### src/rtl/stepper_seq_ctrl_pkg.sv
// Shared definitions for the stepper sequencer: FSM states, coil patterns, direction codes.
// Latency: n/a (types, constants and one pure function).
// Backpressure: n/a.
package stepper_seq_ctrl_pkg;

    typedef enum logic [1:0] {
        ST_IDLE = 2'd0,
        ST_RUN  = 2'd1,
        ST_HOLD = 2'd2
    } state_t;

    // Full-step two-phase-on patterns, bit order {A1,A2,B1,B2}
    localparam logic [3:0] COIL_PH0 = 4'b1010;
    localparam logic [3:0] COIL_PH1 = 4'b0110;
    localparam logic [3:0] COIL_PH2 = 4'b0101;
    localparam logic [3:0] COIL_PH3 = 4'b1001;
    localparam logic [3:0] COIL_OFF = 4'b0000;

    localparam logic DIR_FWD = 1'b1;
    localparam logic DIR_REV = 1'b0;

    // Phase index after one step in the given direction, wrapping modulo 4
    function automatic logic [1:0] ph_next(input logic [1:0] ph, input logic dir);
        logic [1:0] r;
        r = ph;
        if (dir == DIR_FWD) r = ph + 2'd1;
        if (dir == DIR_REV) r = ph - 2'd1;
        return r;
    endfunction

endpackage

### src/rtl/stepper_seq_ctrl_phase_decoder.sv
// Maps phase index and energize flag to the {A1,A2,B1,B2} coil pattern.
// Latency: combinational; the parent registers the result.
// Backpressure: none.
module stepper_seq_ctrl_phase_decoder
    import stepper_seq_ctrl_pkg::*;
(
    input  logic [1:0] ph,
    input  logic       energize,
    output logic [3:0] coils
);

    // Pattern lookup; de-energized coils are forced off regardless of phase
    always_comb begin
        coils = COIL_OFF;
        if (energize) begin
            case (ph)
                2'd0:    coils = COIL_PH0;
                2'd1:    coils = COIL_PH1;
                2'd2:    coils = COIL_PH2;
                default: coils = COIL_PH3;
            endcase
        end
    end

endmodule

### src/rtl/stepper_seq_ctrl.sv
// Command-driven full-step sequencer for a 4-coil unipolar stepper with position tracking and dwell.
// Latency: coils/position/done change one cycle after the tick that takes a step; pattern shows one cycle after accept.
// Backpressure: cmd_ready is low only while a move is running (RUN); commands are accepted in IDLE and HOLD.
module stepper_seq_ctrl
    import stepper_seq_ctrl_pkg::*;
#(
    parameter int TICK_DIV   = 4096,
    parameter int STEPS_W    = 16,
    parameter int PER_W      = 12,
    parameter int HOLD_TICKS = 1024,
    parameter int POS_W      = 16
) (
    input  logic               CLK,
    input  logic               rstn,
    input  logic               cmd_valid,
    output logic               cmd_ready,
    input  logic               cmd_dir,
    input  logic [STEPS_W-1:0] cmd_steps,
    input  logic [PER_W-1:0]   cmd_period,
    input  logic               abort,
    output logic               A1,
    output logic               A2,
    output logic               B1,
    output logic               B2,
    output logic               busy,
    output logic               done,
    output logic               aborted,
    output logic [POS_W-1:0]   position
);

    localparam int TCNT_W  = (TICK_DIV > 2) ? $clog2(TICK_DIV) : 1;
    localparam int DWELL_W = $clog2(HOLD_TICKS + 1);

    state_t             state_q, state_d;
    logic [TCNT_W-1:0]  tick_cnt_q, tick_cnt_d;
    logic [1:0]         ph_q, ph_d;
    logic [POS_W-1:0]   pos_q, pos_d;
    logic [STEPS_W-1:0] rem_q, rem_d;
    logic [PER_W-1:0]   per_rl_q, per_rl_d;
    logic [PER_W-1:0]   per_cnt_q, per_cnt_d;
    logic [DWELL_W-1:0] dwell_q, dwell_d;
    logic               dir_q, dir_d;
    logic [3:0]         coils_q, coils_d;
    logic               done_q, done_d;
    logic               aborted_q, aborted_d;

    logic               tick;
    logic               accept;
    logic               step;
    logic               last_step;
    logic [PER_W-1:0]   cmd_per_eff;

    assign cmd_ready   = (state_q != ST_RUN);
    assign busy        = (state_q == ST_RUN);
    assign accept      = cmd_valid & cmd_ready;
    assign tick        = (tick_cnt_q == TCNT_W'(TICK_DIV - 1));
    assign cmd_per_eff = (cmd_period == '0) ? PER_W'(1) : cmd_period;
    assign last_step   = tick && (per_cnt_q == PER_W'(1)) && (rem_q == STEPS_W'(1));

    // Free-running prescaler; commands never restart it so step timing stays on a fixed grid
    always_comb begin
        tick_cnt_d = tick ? '0 : tick_cnt_q + TCNT_W'(1);
    end

    // Next-state: FSM, period/dwell/step counters, phase and position
    always_comb begin
        state_d   = state_q;
        ph_d      = ph_q;
        pos_d     = pos_q;
        rem_d     = rem_q;
        per_rl_d  = per_rl_q;
        per_cnt_d = per_cnt_q;
        dwell_d   = dwell_q;
        dir_d     = dir_q;
        done_d    = 1'b0;
        aborted_d = 1'b0;
        step      = 1'b0;

        case (state_q)
            ST_IDLE, ST_HOLD: begin
                if (accept) begin
                    if (cmd_steps == '0) begin
                        // Zero-length move: report completion and, in HOLD, restart the dwell
                        done_d = 1'b1;
                        if (state_q == ST_HOLD) dwell_d = DWELL_W'(HOLD_TICKS);
                    end else begin
                        dir_d     = cmd_dir;
                        rem_d     = cmd_steps;
                        per_rl_d  = cmd_per_eff;
                        per_cnt_d = cmd_per_eff;
                        state_d   = ST_RUN;
                    end
                end else if (state_q == ST_HOLD && tick) begin
                    if (dwell_q <= DWELL_W'(1)) begin
                        dwell_d = '0;
                        state_d = ST_IDLE;
                    end else begin
                        dwell_d = dwell_q - DWELL_W'(1);
                    end
                end
            end
            ST_RUN: begin
                // A final step coinciding with abort still completes normally
                if (last_step) begin
                    step    = 1'b1;
                    state_d = ST_HOLD;
                    dwell_d = DWELL_W'(HOLD_TICKS);
                    done_d  = 1'b1;
                end else if (abort) begin
                    state_d   = ST_HOLD;
                    dwell_d   = DWELL_W'(HOLD_TICKS);
                    done_d    = 1'b1;
                    aborted_d = 1'b1;
                end else if (tick) begin
                    if (per_cnt_q == PER_W'(1)) begin
                        step      = 1'b1;
                        per_cnt_d = per_rl_q;
                    end else begin
                        per_cnt_d = per_cnt_q - PER_W'(1);
                    end
                end
            end
            default: state_d = ST_IDLE;
        endcase

        if (step) begin
            ph_d  = ph_next(ph_q, dir_q);
            pos_d = (dir_q == DIR_FWD) ? pos_q + POS_W'(1) : pos_q - POS_W'(1);
            rem_d = rem_q - STEPS_W'(1);
        end
    end

    // Decode from next-state values so the coil register tracks state/phase with one cycle latency
    stepper_seq_ctrl_phase_decoder u_dec (
        .ph       (ph_d),
        .energize (state_d != ST_IDLE),
        .coils    (coils_d)
    );

    // State and output registers
    always_ff @(posedge CLK or negedge rstn) begin
        if (!rstn) begin
            state_q    <= ST_IDLE;
            tick_cnt_q <= '0;
            ph_q       <= '0;
            pos_q      <= '0;
            rem_q      <= '0;
            per_rl_q   <= PER_W'(1);
            per_cnt_q  <= PER_W'(1);
            dwell_q    <= '0;
            dir_q      <= DIR_FWD;
            coils_q    <= COIL_OFF;
            done_q     <= 1'b0;
            aborted_q  <= 1'b0;
        end else begin
            state_q    <= state_d;
            tick_cnt_q <= tick_cnt_d;
            ph_q       <= ph_d;
            pos_q      <= pos_d;
            rem_q      <= rem_d;
            per_rl_q   <= per_rl_d;
            per_cnt_q  <= per_cnt_d;
            dwell_q    <= dwell_d;
            dir_q      <= dir_d;
            coils_q    <= coils_d;
            done_q     <= done_d;
            aborted_q  <= aborted_d;
        end
    end

    assign {A1, A2, B1, B2} = coils_q;
    assign done             = done_q;
    assign aborted          = aborted_q;
    assign position         = pos_q;

endmodule

### config.mk
export PLATFORM = sky130hd
export DESIGN_NAME = stepper_seq_ctrl
export DESIGN_NICKNAME = d
export VERILOG_FILES = /design/src/rtl/stepper_seq_ctrl_pkg.sv /design/src/rtl/stepper_seq_ctrl_phase_decoder.sv /design/src/rtl/stepper_seq_ctrl.sv
export SDC_FILE = /design/constraint.sdc
export NUM_CORES = 1
export LEC_CHECK = 0
export ABC_AREA = 1
export ABC_CLOCK_PERIOD_IN_PS = 4000
export CAP_MARGIN = 20
export CORE_MARGIN = 2
export CORE_UTILIZATION = 52
export CTS_CLUSTER_DIAMETER = 40
export DETAILED_ROUTE_END_ITERATION = 12
export PLACE_DENSITY = 0.83
export SLEW_MARGIN = 20
export SYNTH_ARGS = -nofsm -noshare
export SYNTH_HDL_FRONTEND = slang
export SYNTH_HIERARCHICAL = 1
export SYNTH_SLANG_ARGS = --single-unit
### constraint.sdc
create_clock -name CLK -period 4 [get_ports CLK]
set_clock_uncertainty 0.1 [all_clocks]
set_input_delay 0.8 -clock CLK [delete_from_list [all_inputs] [get_ports CLK]]
set_output_delay 0.8 -clock CLK [all_outputs]
set_load 0.03 [all_outputs]
== Word-level counts from Yosys, hierarchy flattened ==
Index checks and enable logic that the tools add are counted.
Word-level totals
  register bits after elaboration: 90
  output and inout port bits: 24
  logic and storage cells: 102
Cells by class
  add/sub/neg operators: 8
  order comparisons: 1
  equal/unequal tests: 18
  mux-type cells: 45
  bitwise gates (word level): 2
  reduce and logical (&&, ||, !) cells: 16
Operator list (count)
  $mux 12: 8
  $mux 16: 5
  $mux 11: 7
  $sub 16x1->16 const B: 2
  $pmux 12 s2: 1
  $pmux 11 s2: 1
  $add 16x1->16 const B: 1
  $eq 16x1->1 const B: 1
  $logic_not 16->1: 1
  $mux 2: 8
  $add 12x1->12 const B: 1
  $eq 12x1->1 const B: 1
  $eq 12x12->1 const B: 1
  $logic_not 12->1: 1
  $pmux 4 s3: 1
  $sub 12x1->12 const B: 1
  $le 11x1->1 const B: 1
  $mux 1: 11
  $sub 11x1->11 const B: 1
  $ne 2x2->1 const B: 5
  $ne 3x3->1 const B: 3
  $reduce_bool 2->1: 4
  $reduce_and 3->1: 2
  $reduce_and 6->1: 1
  other kinds (15): 21

== Longest topological paths before layout ==
Gate-level depths: netlist of the first run.
  depth in word-level cells: 10
  mapped depth: 16
  depth with buffers taken out: 15

== Cells and area by module ==
The synthesis of the first run kept the hierarchy.
Modules (own cells, without submodules)
  stepper_seq_ctrl: times used 1, cells an instance 912, area each 6298.5 sq um, seq. area each 2255.9 sq um
  stepper_seq_ctrl_phase_decoder: times used 1, cells an instance 16, area each 95.1 sq um, seq. area each 0.0 sq um

== Least setup slack after synthesis of the first run ==
Ideal clock, no wire load.
  path type: register to register
  start point: reg per_cnt_q[0]
  end point: reg coils_q[2]
  data arrival time: 2132 ps
  setup slack: 1654 ps
  cell stages (with the launch flop): 14
  buffers on the path: 1
  clock period less this slack: 2346 ps
  cells stage by stage: dfstp_2 -> ha_1 -> nand2_4 -> nor2_8 -> nand2_4 -> nor2_4 -> nand2_4 -> nand2_4 -> buf_6 -> xor2_2 -> inv_1 -> ha_1 -> nand2_1 -> inv_1
Between the ends
  word-level cells in the longest chain between the ends: 10
Ends and longest elaborated chain
  start, declared: line stepper_seq_ctrl.sv:40  | logic [PER_W-1:0] per_cnt_q, per_cnt_d;
  start signal, assigned: line stepper_seq_ctrl.sv:162  | per_cnt_q <= per_cnt_d;
  $eq 12x1->1 *: line stepper_seq_ctrl.sv:58, stepper_seq_ctrl.sv:115
  $mux 1: line stepper_seq_ctrl.sv:115  | if (per_cnt_q == PER_W'(1)) begin
  $mux 1: line stepper_seq_ctrl.sv:114  | end else if (tick) begin
  $mux 1: line stepper_seq_ctrl.sv:109  | end else if (abort) begin
  $mux 1 *: line stepper_seq_ctrl.sv:104  | if (last_step) begin
  $mux 1 *: line stepper_seq_ctrl.sv:79  | case (state_q)
  $mux 2 *: line stepper_seq_ctrl.sv:126  | if (step) begin
  net ph_d[0]: line stepper_seq_ctrl.sv:36  | logic [1:0] ph_q, ph_d;
  $eq 2x2->1 (tied with other cells): line stepper_seq_ctrl_phase_decoder.sv:16  | case (ph)
  $pmux 4 s3 *: line stepper_seq_ctrl_phase_decoder.sv:16
  $mux 4 *: line stepper_seq_ctrl_phase_decoder.sv:15  | if (energize) begin
  net coils_d[2]: line stepper_seq_ctrl.sv:43  | logic [3:0] coils_q, coils_d;
  end signal, assigned: line stepper_seq_ctrl.sv:165  | coils_q <= coils_d;
  end, declared: line stepper_seq_ctrl.sv:43
Mark *: on every way through the listed nets, which the timed path passes. The rest lies on a longest branch.
A chain may end at the register's enable or synchronous reset.

== Worst setup path in the final report of the first run ==
  start point: reg state_q[0]
  end point: out busy
Between the ends
  word-level cells in the longest chain between the ends: 1
Ends and longest elaborated chain
  start, declared: line stepper_seq_ctrl.sv:34  | state_t state_q, state_d;
  start signal, assigned: line stepper_seq_ctrl.sv:156  | state_q <= state_d;
  $eq 2x1->1: line stepper_seq_ctrl.sv:54  | assign busy = (state_q == ST_RUN);
  end, declared: line stepper_seq_ctrl.sv:25  | output logic busy,
No other way between the ends.

==> impl_metrics.env, run 1 <==
export IMPL_path_delay_family="buffers and inverters"
export IMPL_place_hpwl_um=11100
export IMPL_path_buf_inv=2
export IMPL_antenna_found_initial=0
export IMPL_drt_wl_total_um=15300
export IMPL_peakVddDrop_mv=0.331
export IMPL_synth_warnings=6
export IMPL_hold_slack_ns=0.326
export IMPL_slew_headroom=0.387
export IMPL_clk_latency_ns=0.35
export IMPL_port_buffers=56
export IMPL_synthTopCellsByCount="nand2_1, inv_1, nor2_1, nand3_1, dfrtp_1"
export IMPL_ios=57
export IMPL_cts_tree="yes"
export IMPL_syn_area_per_cell_um2=6.89
export IMPL_dieWidth_um=115
export IMPL_ys_seq_area_frac=0.353
export IMPL_cts_resized_gates=0
export IMPL_maxCapViolations=0
export IMPL_yosysMostFrequentCell="nand2_1"
export IMPL_nNetsFinal=1035
export IMPL_synth_edff_count=0
export IMPL_nFillCells=1106
export IMPL_async_reset_ff_frac=1.00
export IMPL_drcViolationCount=0
export IMPL_grt_max_degree=40
export IMPL_p_total_mw=3.78
export IMPL_insertedDiodeCount=0
export IMPL_syn_num_nets=987
export IMPL_synth_top_area_frac=0.341
export IMPL_synth_top_cell_by_area="dfrtp_1"
export IMPL_drive_gt1_frac=0.0674
export IMPL_viasPerCell=5.30
export IMPL_reg2reg_depth=12
export IMPL_p_per_area_mw_per_mm2=517
export IMPL_cts_root_buf="clkbuf_16"
export IMPL_dieArea_mm2=0.0132
export IMPL_initial_core_util=0.532
export IMPL_worst_slack_ns=0.861
export IMPL_r2r_start="per_cnt_q[0]"
export IMPL_drt_iter0_drc=496
export IMPL_cts_max_level=3
export IMPL_cp_required_ns=3.10
export IMPL_fin_crit_sh=0.785
export IMPL_chipHeight_um=115
export IMPL_tns_ns=0
export IMPL_rsz0062_at_grt="false"
export IMPL_power_leakage_nw=3.84
export IMPL_cts_hold_buffers_added=0
export IMPL_grt_ovfl_total=0
export IMPL_antenna_left=0
export IMPL_yosys_top_cells_area="dfrtp_1, nand2_1, nand3_1"
export IMPL_cts_sinks=90
export IMPL_reg2reg_to="coils_q[2]"
export IMPL_cp_depth=3
export IMPL_grt_pass1_wl_um=25900
export IMPL_crit_path_max_incr_delay_ns=0.72
export IMPL_cpMaxStageDelayCell="clkdlybuf4s50_1"
export IMPL_setup_viol=0
export IMPL_path_class="reg2out"
export IMPL_avgRoutedWirePerCell_um=13.6
export IMPL_cts_max_path_buffers=2
export IMPL_syn_instance_count=928
export IMPL_rrSetupSlack_ns=1.03
export IMPL_layout_min_cycle_time_ns=3.14
export IMPL_rows=40
export IMPL_crit_arrival_ns=2.24
export IMPL_synth_area_mm2=0.00639
export IMPL_ys_flop_type="dfrtp_1"
export IMPL_worst_pin_slew_ns=0.917
export IMPL_syn2layout_area_growth_pct=14.3
export IMPL_drtPass1Iterations=5
export IMPL_post_place_ws_ns=0.875
export IMPL_vias=5970
export IMPL_status="finished clean"
export IMPL_grt_pass1_vias=5573
export IMPL_critPathCaptureType="primary output"
export IMPL_drv_slew=0
export IMPL_max_freq_mhz=319
export IMPL_ys_ff_latch=90
export IMPL_clk_pin_slew_ns=0.06
export IMPL_coreArea_mm2=0.0120
export IMPL_hold_viol=0
export IMPL_gp_congestion=0.905
export IMPL_synth_cell_types=41
export IMPL_path_cells="nand2_2 -> clkinv_1 -> clkdlybuf4s50_1"
export IMPL_cts_buffers=9
export IMPL_finish_utilization=0.609
export IMPL_post_cts_setup_buffer_count=0
export IMPL_worst_setup_path_start_kind="flop"
export IMPL_grtUsageTotal=0.245
export IMPL_hp_class="in2async"
export IMPL_cp_startpoint="state_q[0]"
export IMPL_crit_fanout=17
registers in the layout, summed over array words and instances (netlist names):
name	flops
state_q	2
ph_q	2
coils_q	4
per_rl_q	12
done	1
position	16
tick_cnt_q	12
per_cnt_q	12
dir_q	1
dwell_q	11
rem_q	16
aborted	1
logic make-up (layout without fill, tap and decap cells):
logic type | Yosys count | in the layout | share of synthesized area
AND/OR/NAND/NOR | 595 | 595 | 0.410
buffers and inverters | 131 | 182 | 0.0875
AO/OA/AOI/OAI | 53 | 53 | 0.0497
flip-flops | 90 | 90 | 0.353
adder cells (fa/ha/maj) | 26 | 26 | 0.0521
XOR/XNOR | 33 | 33 | 0.0476
layout by cell type (no fill, tap or decap), types with 2 or more instances in the layout:
cell             synthesis  routed
o211ai_1                 2       2
nor2_4                   6       6
xnor2_1                 16      16
and2_1                   2       2
nand3_1                 88      88
nor3_1                   7       7
nor2_1                  94      94
clkdlybuf4s50_1          0      55
o21bai_1                 3       3
or2_2                    5       5
xor2_1                  15      15
nor2_2                   7       7
xor2_2                   2       2
nand2_4                  4       4
nand2_2                  7       7
clkbuf_16                0       9
dfrtp_1                 87      87
buf_4                    4       6
dfstp_2                  3       3
nand3_4                  2       2
ha_1                    25      25
o21ai_0                 22      22
nand4_1                 26      26
a21oi_1                 14      14
nand2_1                337     337
nand3b_1                 7       7
o21ai_2                  7       7
clkbuf_8                 0       2
inv_1                  105     105
cell type report:
type | count | area [µm²] | area share
well taps | 147 | 184 | 0.0252
flip-flops and latches | 90 | 2260 | 0.309
inverters | 107 | 402 | 0.0549
multi-input cells | 707 | 3580 | 0.490
clock inverters | 2 | 37.5 | 0.00514
clock buffers | 12 | 256 | 0.0351
repair buffers | 61 | 596 | 0.0815
worst register-to-register path: cells and delay by family, from the launching register on:
| family | cells | cell delay, ns |
|---|---|---|
| simple gates | 7 | 1.26 |
| fa+ha+maj | 2 | 0.55 |
| xor+xnor | 1 | 0.24 |
| flops | 1 | 0.57 |
| buf+inv | 2 | 0.14 |
report_power, final:
group / switching, mW / total, mW / internal, mW
clock network: 0.366 / 0.879 / 0.512
logic: 1.01 / 1.58 / 0.570
registers: 0.217 / 1.32 / 1.11
how the worst max path moves through the flow:
stage / to
2_1_floorplan: coils_q[2]
5_1_grt: busy
6_report: busy
3_5_place_dp: rem_q[4]
4_1_cts: busy
3_3_place_gp: rem_q[4]
routing by layer:
layer	up-vias	part of all wire	GRT usage
met5	-	0	0
met2	160	0.47	0.393
met4	0	0.026	0.108
met1	2763	0.45	0.330
li1	3013	-	-
met3	34	0.050	0.0395
through the flow:
step,std cells,cell area (µm²)
final,1126,7310
after detailed placement,1112,7020
after floorplan,928,6390
after global placement,1112,7020
after CTS,1126,7310
after global routing,1126,7310
No activity file was read; power rests on OpenSTA's default activity.
==> run 2, diff against run 1 <==
Settings changed: ABC_CLOCK_PERIOD_IN_PS 4000 to 3000.
Clock period 4 ns to 3 ns, I/O delays scaled along.
==> run 2 against run 1 <==
Wire length shrank 4.0%. Critical path depth is the same. Critical path type unchanged. Worst setup slack lost 0.68 ns. Register-to-register slack lost 0.67 ns. Die area is the same. Highest routed layer unchanged.
==> impl_metrics.env, run 2 (same netlist as run 1, synthesis figures left out) <==
export IMPL_status="finished clean"
export IMPL_grt_pass1_vias=5629
export IMPL_cts_max_path_buffers=2
export IMPL_power_frac_comb=0.414
export IMPL_power_frac_seq=0.340
export IMPL_setup_viol=0
export IMPL_clk_latency_ns=0.35
export IMPL_avgRoutedWirePerCell_um=13.0
export IMPL_p_int_mw=2.99
export IMPL_worst_pin_slew_ns=0.895
export IMPL_port_buffers=56
export IMPL_worst_setup_path_start_kind="flop"
export IMPL_crit_fanout=17
export IMPL_drcViolationCount=0
export IMPL_nNetsFinal=1039
export IMPL_final_common_cell="nand2_1"
export IMPL_design_area_mm2=0.00739
export IMPL_p_total_mw=5.13
export IMPL_cts_tree="yes"
export IMPL_grtUsageTotal=0.237
export IMPL_gp_congestion=0.934
export IMPL_crit_arrival_ns=2.12
export IMPL_post_cts_setup_buffer_count=0
export IMPL_postPlaceCellArea_mm2=0.00706
export IMPL_cp_required_ns=2.30
export IMPL_drtPass1Iterations=5
export IMPL_cts_resized_gates=0
export IMPL_dieWidth_um=115
export IMPL_power_leakage_nw=3.86
export IMPL_vias=5969
export IMPL_grt_ovfl_total=0
export IMPL_drt_iter0_drc=348
export IMPL_layout_min_cycle_time_ns=2.82
export IMPL_antenna_found_initial=0
export IMPL_initial_core_util=0.532
export IMPL_drive_gt1_frac=0.0741
export IMPL_place_hpwl_um=10700
export IMPL_syn2layout_area_growth_pct=15.5
export IMPL_drt_wl_total_um=14700
export IMPL_cts_buffers=9
export IMPL_rrSetupSlack_ns=0.36
export IMPL_reg2reg_depth=8
export IMPL_dieArea_mm2=0.0132
export IMPL_rows=40
export IMPL_finish_utilization=0.615
export IMPL_ios=57
export IMPL_clkPwrFrac=0.247
export IMPL_antenna_left=0
export IMPL_final_cell_mix="nand2_1, inv_1, nor2_1, nand3_1, dfrtp_1"
export IMPL_hp_class="in2async"
export IMPL_insertedDiodeCount=0
export IMPL_slew_headroom=0.401
export IMPL_peakVddDrop_mv=0.384
export IMPL_chipHeight_um=115
export IMPL_cts_root_buf="clkbuf_16"
export IMPL_grt_pass1_wl_um=25300
export IMPL_p_per_area_mw_per_mm2=694
export IMPL_maxCapViolations=0
export IMPL_fin_crit_sh=0.941
export IMPL_cts_hold_buffers_added=0
export IMPL_max_freq_mhz=354
export IMPL_grt_max_degree=42
export IMPL_reg2reg_to="per_cnt_q[8]"
export IMPL_path_class="reg2out"
export IMPL_cts_sinks=90
export IMPL_r2r_start="state_q[0]"
export IMPL_tns_ns=0
export IMPL_drv_slew=0
export IMPL_swShare=0.417
export IMPL_viasPerCell=5.27
export IMPL_clk_pin_slew_ns=0.07
export IMPL_critPathCaptureType="primary output"
export IMPL_power_switching_mw=2.14
export IMPL_cts_max_level=3
export IMPL_hold_viol=0
export IMPL_coreArea_mm2=0.0120
export IMPL_rsz0062_at_grt="false"
run 2: power by group through the flow:
stage	Sequential (mW)	Clock (mW)	Combinational, mW
3_3_place_gp	1.76	0	2.04
4_1_cts	1.74	1.27	2.11
6_report	1.74	1.26	2.12
3_5_place_dp	1.76	0	2.09
2_1_floorplan	1.72	0	1.63
5_1_grt	1.78	1.32	2.44
run 2: worst max-delay path by stage:
| stage | from | endpoint | slack [ns] | cells after the start |
|---|---|---|---|---|
| 5_1_grt | state_q[0] | busy | 0.11 | 3 |
| 4_1_cts | state_q[0] | busy | 0.17 | 3 |
| 3_3_place_gp | cmd_steps[15] | per_cnt_q[2] | 0.37 | 11 |
| 2_1_floorplan | per_cnt_q[0] | coils_q[2] | 0.65 | 13 |
| 6_report | state_q[0] | busy | 0.18 | 3 |
| 3_5_place_dp | cmd_steps[6] | per_cnt_q[8] | 0.29 | 11 |
run 2: worst max-delay path: stages (launching register included):
cell and delay [ns]:
dfrtp_1 0.41, nand2_2 0.31, clkinv_1 0.35, clkdlybuf4s50_1 0.69
run 2: layer usage:
| layer | track usage | part of all wire | wire length, µm | vias to the layer above |
|---|---|---|---|---|
| li1 | - | - | - | 3029 |
| met1 | 0.311 | 0.45 | 6570 | 2745 |
| met2 | 0.385 | 0.47 | 6920 | 157 |
| met3 | 0.0327 | 0.047 | 688 | 38 |
| met4 | 0.117 | 0.033 | 484 | 0 |
| met5 | 0 | 0 | 0 | - |
run 2: cell type report:
cell class	count	area (µm²)
Fill cell	1073	4620
Clock buffer	10	239
Multi-Input combinational cell	707	3580
Clock inverter	6	90.1
Timing Repair Buffer	65	638
Inverter	107	402
Tap cell	147	184
Sequential cell	90	2260
run 2: through the flow:
stage | setup WS (ns) | instances | hold WS (ns)
6_report | 0.178 | 1132 | 0.0784
5_1_grt | 0.114 | 1132 | 0.112
4_1_cts | 0.173 | 1132 | 0.0930
2_1_floorplan | 0.654 | 928 | 0.204
3_5_place_dp | 0.289 | 1116 | 0.362
3_3_place_gp | 0.368 | 1116 | 0.363
==> run 3, diff against run 2 <==
Settings changed: CORE_ASPECT_RATIO set to 0.6, CORE_UTILIZATION 52 to 35, PLACE_DENSITY 0.83 to 0.63.
==> run 3 against run 2 <==
Register-to-register slack hardly changed. Clock-buffer cell count is 1 lower. Critical path type is now reg2reg. Core utilization is 20 points lower. Largest cell class unchanged. Critical endpoint is now coils_q[2].
==> impl_metrics.env, run 3 (same netlist as run 1, synthesis figures left out) <==
export IMPL_fin_crit_sh=0.881
export IMPL_critPathCaptureType="flop"
export IMPL_status="finished clean"
export IMPL_clk_latency_ns=0.36
export IMPL_grt_max_degree=40
export IMPL_clkPwrFrac=0.226
export IMPL_ios=57
export IMPL_initial_core_util=0.356
export IMPL_gp_congestion=0.869
export IMPL_coreArea_mm2=0.0180
export IMPL_drive_gt1_frac=0.0797
export IMPL_viasPerCell=4.81
export IMPL_worst_pin_slew_ns=0.882
export IMPL_cts_resized_gates=0
export IMPL_port_buffers=56
export IMPL_power_leakage_nw=3.89
export IMPL_grt_pass1_wl_um=28300
export IMPL_hp_class="in2async"
export IMPL_dieWidth_um=178
export IMPL_worst_setup_path_start_kind="flop"
export IMPL_p_per_area_mw_per_mm2=679
export IMPL_drtPass1Iterations=5
export IMPL_grt_ovfl_total=0
export IMPL_chipHeight_um=109
export IMPL_nNetsFinal=1045
export IMPL_setup_viol=0
export IMPL_cts_max_level=3
export IMPL_drv_slew=0
export IMPL_rows=38
export IMPL_path_class="reg2reg"
export IMPL_cts_max_path_buffers=2
export IMPL_hold_slack_ns=0.144
export IMPL_dieArea_mm2=0.0194
export IMPL_antenna_found_initial=0
export IMPL_antenna_left=0
export IMPL_rrSetupSlack_ns=0.36
export IMPL_layout_min_cycle_time_ns=2.64
export IMPL_clk_pin_slew_ns=0.08
export IMPL_hold_viol=0
export IMPL_cts_sinks=90
export IMPL_p_total_mw=5.11
export IMPL_final_common_cell="nand2_1"
export IMPL_cp_required_ns=3.16
export IMPL_peakVddDrop_mv=0.245
export IMPL_power_frac_comb=0.431
export IMPL_power_frac_seq=0.344
export IMPL_place_hpwl_um=12700
export IMPL_cts_buffers=9
export IMPL_p_int_mw=2.85
export IMPL_grtUsageTotal=0.188
export IMPL_post_cts_setup_buffer_count=0
export IMPL_reg2reg_depth=12
export IMPL_drt_iter0_drc=580
export IMPL_cts_root_buf="clkbuf_16"
export IMPL_avgRoutedWirePerCell_um=13.8
export IMPL_maxCapViolations=0
export IMPL_max_freq_mhz=378
export IMPL_grt_pass1_vias=5395
export IMPL_crit_fanout=15
export IMPL_rsz0062_at_grt="false"
export IMPL_cts_hold_buffers_added=0
export IMPL_crit_arrival_ns=2.81
export IMPL_drcViolationCount=0
export IMPL_final_cell_mix="nand2_1, inv_1, nor2_1, nand3_1, dfrtp_1"
export IMPL_slew_headroom=0.410
export IMPL_power_switching_mw=2.26
export IMPL_cts_tree="yes"
export IMPL_drt_wl_total_um=16900
export IMPL_insertedDiodeCount=0
export IMPL_vias=5924
export IMPL_swShare=0.443
export IMPL_finish_utilization=0.419
export IMPL_tns_ns=0
export IMPL_syn2layout_area_growth_pct=17.7
[run 3: cell type report]
cell class / instances / area [µm²]
clock buffer: 9 / 225
fill: 1869 / 10500
tap: 240 / 300
timing repair buffer: 71 / 696
sequential: 90 / 2260
inverter: 107 / 402
clock inverter: 7 / 65.1
multi-input combinational: 707 / 3580
[run 3: path summary, 6_finish.rpt]
check                              from     endpoint
max                        per_cnt_q[0]   coils_q[2]
min                                rstn  position[4]
max reg2reg                per_cnt_q[0]   coils_q[2]
min reg2reg                 per_rl_q[7]  per_rl_q[7]
max in group asynchronous          rstn  per_rl_q[0]
min in group CLK            per_rl_q[7]  per_rl_q[7]
[run 3: worst max-delay path: stages, from the launching register on]
cell and delay, ns:
dfstp_2 0.59, ha_1 0.23, nand2_4 0.09, nor2_8 0.18, nand2_4 0.16, nor2_4 0.16, nand2_4 0.07, nand2_4 0.19
xor2_2 0.23, inv_1 0.10, ha_1 0.31, nand2_1 0.07, inv_1 0.04
[run 3: power by group through the flow]
stage | combinational, mW | clock [mW] | sequential, mW
global placement | 2.16 | 0 | 1.77
detailed placement | 2.17 | 0 | 1.77
finish | 2.20 | 1.15 | 1.76
CTS | 2.18 | 1.19 | 1.75
floorplan | 1.63 | 0 | 1.72
global route | 2.51 | 1.24 | 1.79
[run 3: stage by stage]
| stage | cell area [µm²] | worst slack [ns] | std cells |
|---|---|---|---|
| 2_1_floorplan | 6390 | 0.654 | 928 |
| 3_3_place_gp | 7230 | 0.202 | 1215 |
| 3_5_place_dp | 7230 | 0.104 | 1215 |
| 4_1_cts | 7520 | 0.350 | 1231 |
| 5_1_grt | 7520 | 0.190 | 1231 |
| 6_report | 7520 | 0.356 | 1231 |
[run 3: per-layer routing]
metal / up-vias / part of all wire / global-route usage
met2: 154 / 0.39 / 0.254
met4: 0 / 0.014 / 0.0465
met5: - / 0 / 0
met3: 17 / 0.059 / 0.0331
met1: 2718 / 0.54 / 0.300
li1: 3035 / - / -
